--- src/rtl/branch_predictor_pkg.sv ---
// Shared definitions for the direct-mapped branch predictor: counter encodings,
// default table size and the sequential PC step.
package branch_predictor_pkg;

  localparam int          BP_DEFAULT_ENTRIES = 16;
  localparam logic [31:0] BP_PC_STEP         = 32'd4;

  typedef enum logic [1:0] {
    CTR_SNT = 2'b00,
    CTR_WNT = 2'b01,
    CTR_WT  = 2'b10,
    CTR_ST  = 2'b11
  } ctr_t;

  // Fall-through PC; wraps naturally at 2^32.
  function automatic logic [31:0] bp_next_pc(input logic [31:0] pc);
    return pc + BP_PC_STEP;
  endfunction

endpackage

--- src/rtl/branch_predictor_sat_ctr.sv ---
// Two-bit saturating direction counter: one step toward the resolved outcome.
module bp_sat_ctr
  import branch_predictor_pkg::*;
(
  input  ctr_t ctr,
  input  logic taken,
  output ctr_t ctr_next
);

  always_comb begin
    ctr_next = ctr;
    if (taken) begin
      if (ctr != CTR_ST) ctr_next = ctr_t'(ctr + 2'd1);
    end else begin
      if (ctr != CTR_SNT) ctr_next = ctr_t'(ctr - 2'd1);
    end
  end

endmodule

--- src/rtl/branch_predictor.sv ---
// Direct-mapped BTB with 2-bit direction counters. Fetch lookups are registered
// (one-cycle latency); execute updates train the table and raise a redirect pulse.
module branch_predictor
  import branch_predictor_pkg::*;
#(
  parameter int ENTRIES = BP_DEFAULT_ENTRIES,
  parameter int IDX_W   = $clog2(ENTRIES)
) (
  input  logic        clk,
  input  logic        rst,
  input  logic        f_valid,
  input  logic [31:0] f_pc,
  output logic        pred_valid,
  output logic        pred_taken,
  output logic [31:0] pred_target,
  input  logic        u_valid,
  input  logic        u_is_branch,
  input  logic [31:0] u_pc,
  input  logic        u_taken,
  input  logic [31:0] u_target,
  input  logic        u_pred_taken,
  input  logic [31:0] u_pred_target,
  output logic        mispredict,
  output logic [31:0] redirect_pc
);

  localparam int TAG_W = 32 - IDX_W - 2;

  logic             r_valid  [ENTRIES];
  logic [TAG_W-1:0] r_tag    [ENTRIES];
  logic [31:0]      r_target [ENTRIES];
  ctr_t             r_ctr    [ENTRIES];

  // Fetch-side lookup reads the table as it stands before this edge's update.
  logic [IDX_W-1:0] w_f_idx;
  logic [TAG_W-1:0] w_f_tag;
  logic             w_f_hit;
  logic             w_f_taken;
  logic [31:0]      w_f_target;

  assign w_f_idx    = f_pc[IDX_W+1:2];
  assign w_f_tag    = f_pc[31:IDX_W+2];
  assign w_f_hit    = r_valid[w_f_idx] && (r_tag[w_f_idx] == w_f_tag);
  assign w_f_taken  = w_f_hit && r_ctr[w_f_idx][1];
  assign w_f_target = w_f_taken ? r_target[w_f_idx] : bp_next_pc(f_pc);

  always_ff @(posedge clk or posedge rst) begin
    if (rst) begin
      pred_valid  <= 1'b0;
      pred_taken  <= 1'b0;
      pred_target <= 32'h0000_0000;
    end else if (f_valid) begin
      pred_valid  <= 1'b1;
      pred_taken  <= w_f_taken;
      pred_target <= w_f_target;
    end else begin
      pred_valid  <= 1'b0;
    end
  end

  // Execute-side training.
  logic [IDX_W-1:0] w_u_idx;
  logic [TAG_W-1:0] w_u_tag;
  logic             w_u_hit;
  logic             w_u_branch;
  ctr_t             w_u_ctr;
  ctr_t             w_u_ctr_next;

  assign w_u_idx    = u_pc[IDX_W+1:2];
  assign w_u_tag    = u_pc[31:IDX_W+2];
  assign w_u_hit    = r_valid[w_u_idx] && (r_tag[w_u_idx] == w_u_tag);
  assign w_u_branch = u_valid && u_is_branch;
  assign w_u_ctr    = r_ctr[w_u_idx];

  bp_sat_ctr u_sat_ctr (
    .ctr      (w_u_ctr),
    .taken    (u_taken),
    .ctr_next (w_u_ctr_next)
  );

  always_ff @(posedge clk or posedge rst) begin
    if (rst) begin
      for (int i = 0; i < ENTRIES; i++) begin
        r_valid[i]  <= 1'b0;
        r_tag[i]    <= '0;
        r_target[i] <= 32'h0000_0000;
        r_ctr[i]    <= CTR_WNT;
      end
    end else if (w_u_branch) begin
      if (w_u_hit) begin
        r_ctr[w_u_idx] <= w_u_ctr_next;
        if (u_taken) r_target[w_u_idx] <= u_target;
      end else if (u_taken) begin
        // Allocation evicts whatever aliased into this slot.
        r_valid[w_u_idx]  <= 1'b1;
        r_tag[w_u_idx]    <= w_u_tag;
        r_target[w_u_idx] <= u_target;
        r_ctr[w_u_idx]    <= CTR_WT;
      end
    end
  end

  logic w_mispredict;

  assign w_mispredict = w_u_branch &&
                        ((u_taken != u_pred_taken) ||
                         (u_taken && (u_target != u_pred_target)));

  always_ff @(posedge clk or posedge rst) begin
    if (rst) begin
      mispredict  <= 1'b0;
      redirect_pc <= 32'h0000_0000;
    end else begin
      mispredict <= w_mispredict;
      if (w_mispredict) redirect_pc <= u_taken ? u_target : bp_next_pc(u_pc);
    end
  end

endmodule

--- config.mk ---
export PLATFORM = sky130hd
export DESIGN_NAME = branch_predictor
export DESIGN_NICKNAME = d
export VERILOG_FILES = /design/src/rtl/branch_predictor_pkg.sv /design/src/rtl/branch_predictor_sat_ctr.sv /design/src/rtl/branch_predictor.sv
export SDC_FILE = /design/constraint.sdc
export NUM_CORES = 2
export LEC_CHECK = 0
export ABC_AREA = 1
export BUFFER_PORTS_ARGS = -buffer_cell sky130_fd_sc_hd__buf_2
export CAP_MARGIN = 20
export CORE_MARGIN = 3
export CORE_UTILIZATION = 35
export CTS_BUF_LIST = sky130_fd_sc_hd__clkbuf_2 sky130_fd_sc_hd__clkbuf_4 sky130_fd_sc_hd__clkbuf_8
export DETAILED_ROUTE_END_ITERATION = 8
export MAX_ROUTING_LAYER = met4
export PLACE_DENSITY = 0.47
export SLEW_MARGIN = 20
export SYNTH_ARGS = -nofsm -noshare
export SYNTH_HDL_FRONTEND = slang
export SYNTH_SLANG_ARGS = --single-unit
--- constraint.sdc ---
create_clock -name clk -period 47.9 [get_ports clk]
set_input_delay 9.58 -clock clk [delete_from_list [all_inputs] [get_ports clk]]
set_output_delay 9.58 -clock clk [all_outputs]
set_load 0.02 [all_outputs]
==> flow_summary.toml <==
[status]
outcome = "completed"

[yosys]
synth_top_area_cell = "dfrtp_1"
synth-edff-count = 0
synthArstFlopShare_pct = 100
yosysWarnings = 0
synth_flop_cell = "dfrtp_1"
synth_cell_types = 51
ys_seq_area_share_pct = 46.6
netlist_instances = 7724
yosysMostFrequentCell = "nand2_1"
synth_top_area_share_pct = 45.9
synth_nets = 7864
syn-cell-area_um2 = 56000
yosys_register_bits = 1043
synthTopCellsByArea = "dfrtp_1 46%, nand2_1 15%, o21ai_0 9.8%"
synth_common_cells = "2,213 x nand2_1, 1,094 x o21ai_0, 1,027 x dfrtp_1"
syn_area_per_cell_um2 = 7.25

[global_route]
grt_max_degree = 164
grt_use_total_pct = 29.2
grt_remaining_overflow = 0
antenna_found_initial = 13
grt_pass1_wl_um = 346000
grt_pass1_vias = 49800

[worst_hold_path]
holdCritPathClass = "reg2reg"

[routing]
drc = 0
vias_per_cell = 5.32
num_vias = 52500
drt_wl_total_um = 236000
drt_first_pass_iters = 9
antenna_left = 0
post_drt_wl_per_cell_um = 23.9
drt-initial-drc-count = 5494

[sta]
post-route-min-period_ns = 14.27
final-max-slew-violation-count = 0
fin_skew_ns = 0.0572
tns_ns = 0
worst_pin_slew_ns = 1.08
finalSetupViolCount = 0
period_share_pct = 29.8
rsz0062_at_grt = "false"
slew_headroom_pct = 27.8
hold_violations = 0
max_freq_ghz = 0.0701

[clock_tree]
cts_buffer_depth = 3
clock_latency_ns = 0.96
cts_buffers = 197
ctsHoldBuffers = 0
h-tree-depth = 4
clkTransAtPathRegs_ns = 0.06
cts_resized = 0
cts_root_buffer = "clkbuf_8"
tritoncts = "built"
cts_num_sinks = 1043
cts_setup_buffers = 0

[critical_path]
critPathSlowestCell = "nand2_4"
crit_required_ns = 48.65
cpPeakStageDelay_ns = 1.03
crit_top_cell = "nand2_1"
critPathMaxFanout = 53
worstPathArrival_ns = 15.02
start_kind = "input pin"
criticalPathCategory = "in2reg"
worstSetupEndpointType = "flop"
path_cells = "buf_4, inv_4, buf_4, buf_4, nor2_1, nand2_1, nand2_1, nand2_1, nand2_1, o21ai_0, nand2_1, nor2_1, nand3_1, nor2_1, nand2_2, nand2_4, o21ai_0"

[place]
place_congestion = 0.934
port_buffers = 201
dp_hpwl_um = 144000
dp.cells = 9520

[finish]
area_growth_pct = 10.8
fillers = 16800
drive_above_1_share_pct = 9.52
stdcell_count = 9875
nets = 7788

[power]
p_total_w = 0.00245
power.share.clock_pct = 38.2
p_sw_share_pct = 32.1
powerDensity_nw_per_um2 = 39.4
switchingPower_w = 0.000786
internal_power_w = 0.00166
power_frac_seq_pct = 44.2
ir_drop_mv = 0.0274
cellLeakagePower_nw = 29.9
p_comb_share_pct = 17.6

[floorplanning]
ios = 202
start_util_pct = 35.3
fp-row-count = 146
die_w_um = 406
coreArea_um2 = 159000
die_height_um = 406
dieArea_um2 = 165000

[run]
maxCapViolations = 0
==> critical path: cells and delay by family <==
family | cells | cell delay (ns)
compound gates | 2 | 0.39
buf+inv | 4 | 2.20
simple gates | 11 | 2.63
==> cell type report <==
| class | instances | area (um2) | area share, % |
|---|---|---|---|
| Sequential cell | 1043 | 26100 | 42.1 |
| Multi-Input combinational cell | 5388 | 24600 | 39.7 |
| Clock buffer | 312 | 3810 | 6.14 |
| Inverter | 710 | 2690 | 4.34 |
| Tap cell | 2072 | 2590 | 4.18 |
| Timing Repair Buffer | 308 | 1870 | 3.02 |
| Clock inverter | 32 | 314 | 0.506 |
| Antenna cell | 10 | 25.0 | 0.0403 |
==> layer usage <==
layer / GRT usage [%] / share of wire [%]
met5: - / 0
met4: 10.5 / 3.9
met3: 4.25 / 6.1
met2: 47.6 / 48
met1: 36.8 / 42
==> placed cells by master (no fill, tap or decap), types with 15 or more instances in the layout <==
cell / instances
nand2_1: 2210
o21ai_0: 1093
dfrtp_1: 1027
inv_1: 682
nor2_1: 573
a21oi_1: 498
nand3_1: 372
clkbuf_8: 235
o21ai_1: 218
buf_2: 196
o211ai_1: 107
buf_4: 105
clkbuf_4: 77
xor2_1: 45
o22ai_1: 42
a211oi_1: 25
nand4_1: 24
a31oi_1: 22
nor3_1: 19
clkinv_2: 16
dfstp_2: 16
a22o_1: 15
==> worst paths after layout <==
check                               start              end  slack (ns)  depth (start not counted)
worst min register to register  r_ctr[26]        r_ctr[26]        0.46                          2
worst min-delay path            r_ctr[26]        r_ctr[26]        0.46                          2
worst max-delay path              u_pc[3]       r_tag[343]       33.63                         17
worst max register to register  r_tag[77]       r_tag[343]       43.90                         14
max in group asynchronous             rst  pred_target[16]       34.56                          7
min in group asynchronous             rst    r_target[443]        8.75                          2
==> through the flow <==
step | setup slack, ns | util (%) | instance area [um2] | hold slack (ns)
6_report | 33.63 | 39.1 | 62100 | 0.459
5_1_grt | 33.42 | 39.1 | 62100 | 0.478
4_1_cts | 33.72 | 39.1 | 62000 | 0.461
3_5_place_dp | 32.75 | 36.5 | 57900 | 0.452
3_3_place_gp | 32.70 | 36.5 | 57900 | 0.451
2_1_floorplan | 8.99 | - | 56000 | 0.440
==> flip-flops by register name, indices dropped and copies added (netlist names) <==
register	count
r_valid	16
pred_taken	1
r_ctr	32
r_tag	416
mispredict	1
pred_target	32
pred_valid	1
r_target	512
redirect_pc	32
==> logic make-up after synthesis <==
group / after synthesis / share of synthesized area, %
buffers and inverters: 1293 / 9.63
and+or+nand+nor: 3271 / 23.3
muxes: 1 / 0.0179
adders and majority gates: 5 / 0.112
AOI/OAI and AO/OA: 2061 / 19.5
DFF: 1043 / 46.6
xor gates and xnor gates: 50 / 0.782
==> power by group through the flow <==
stage / logic [W] / clock network [W] / registers, W
6_report: 0.000430 / 0.000935 / 0.00108
2_1_floorplan: 0.000284 / 0 / 0.00109
5_1_grt: 0.000488 / 0.000996 / 0.00110
4_1_cts: 0.000430 / 0.000957 / 0.00108
3_3_place_gp: 0.000423 / 0 / 0.00109
3_5_place_dp: 0.000429 / 0 / 0.00109
Power figures use the tool's default switching activity.
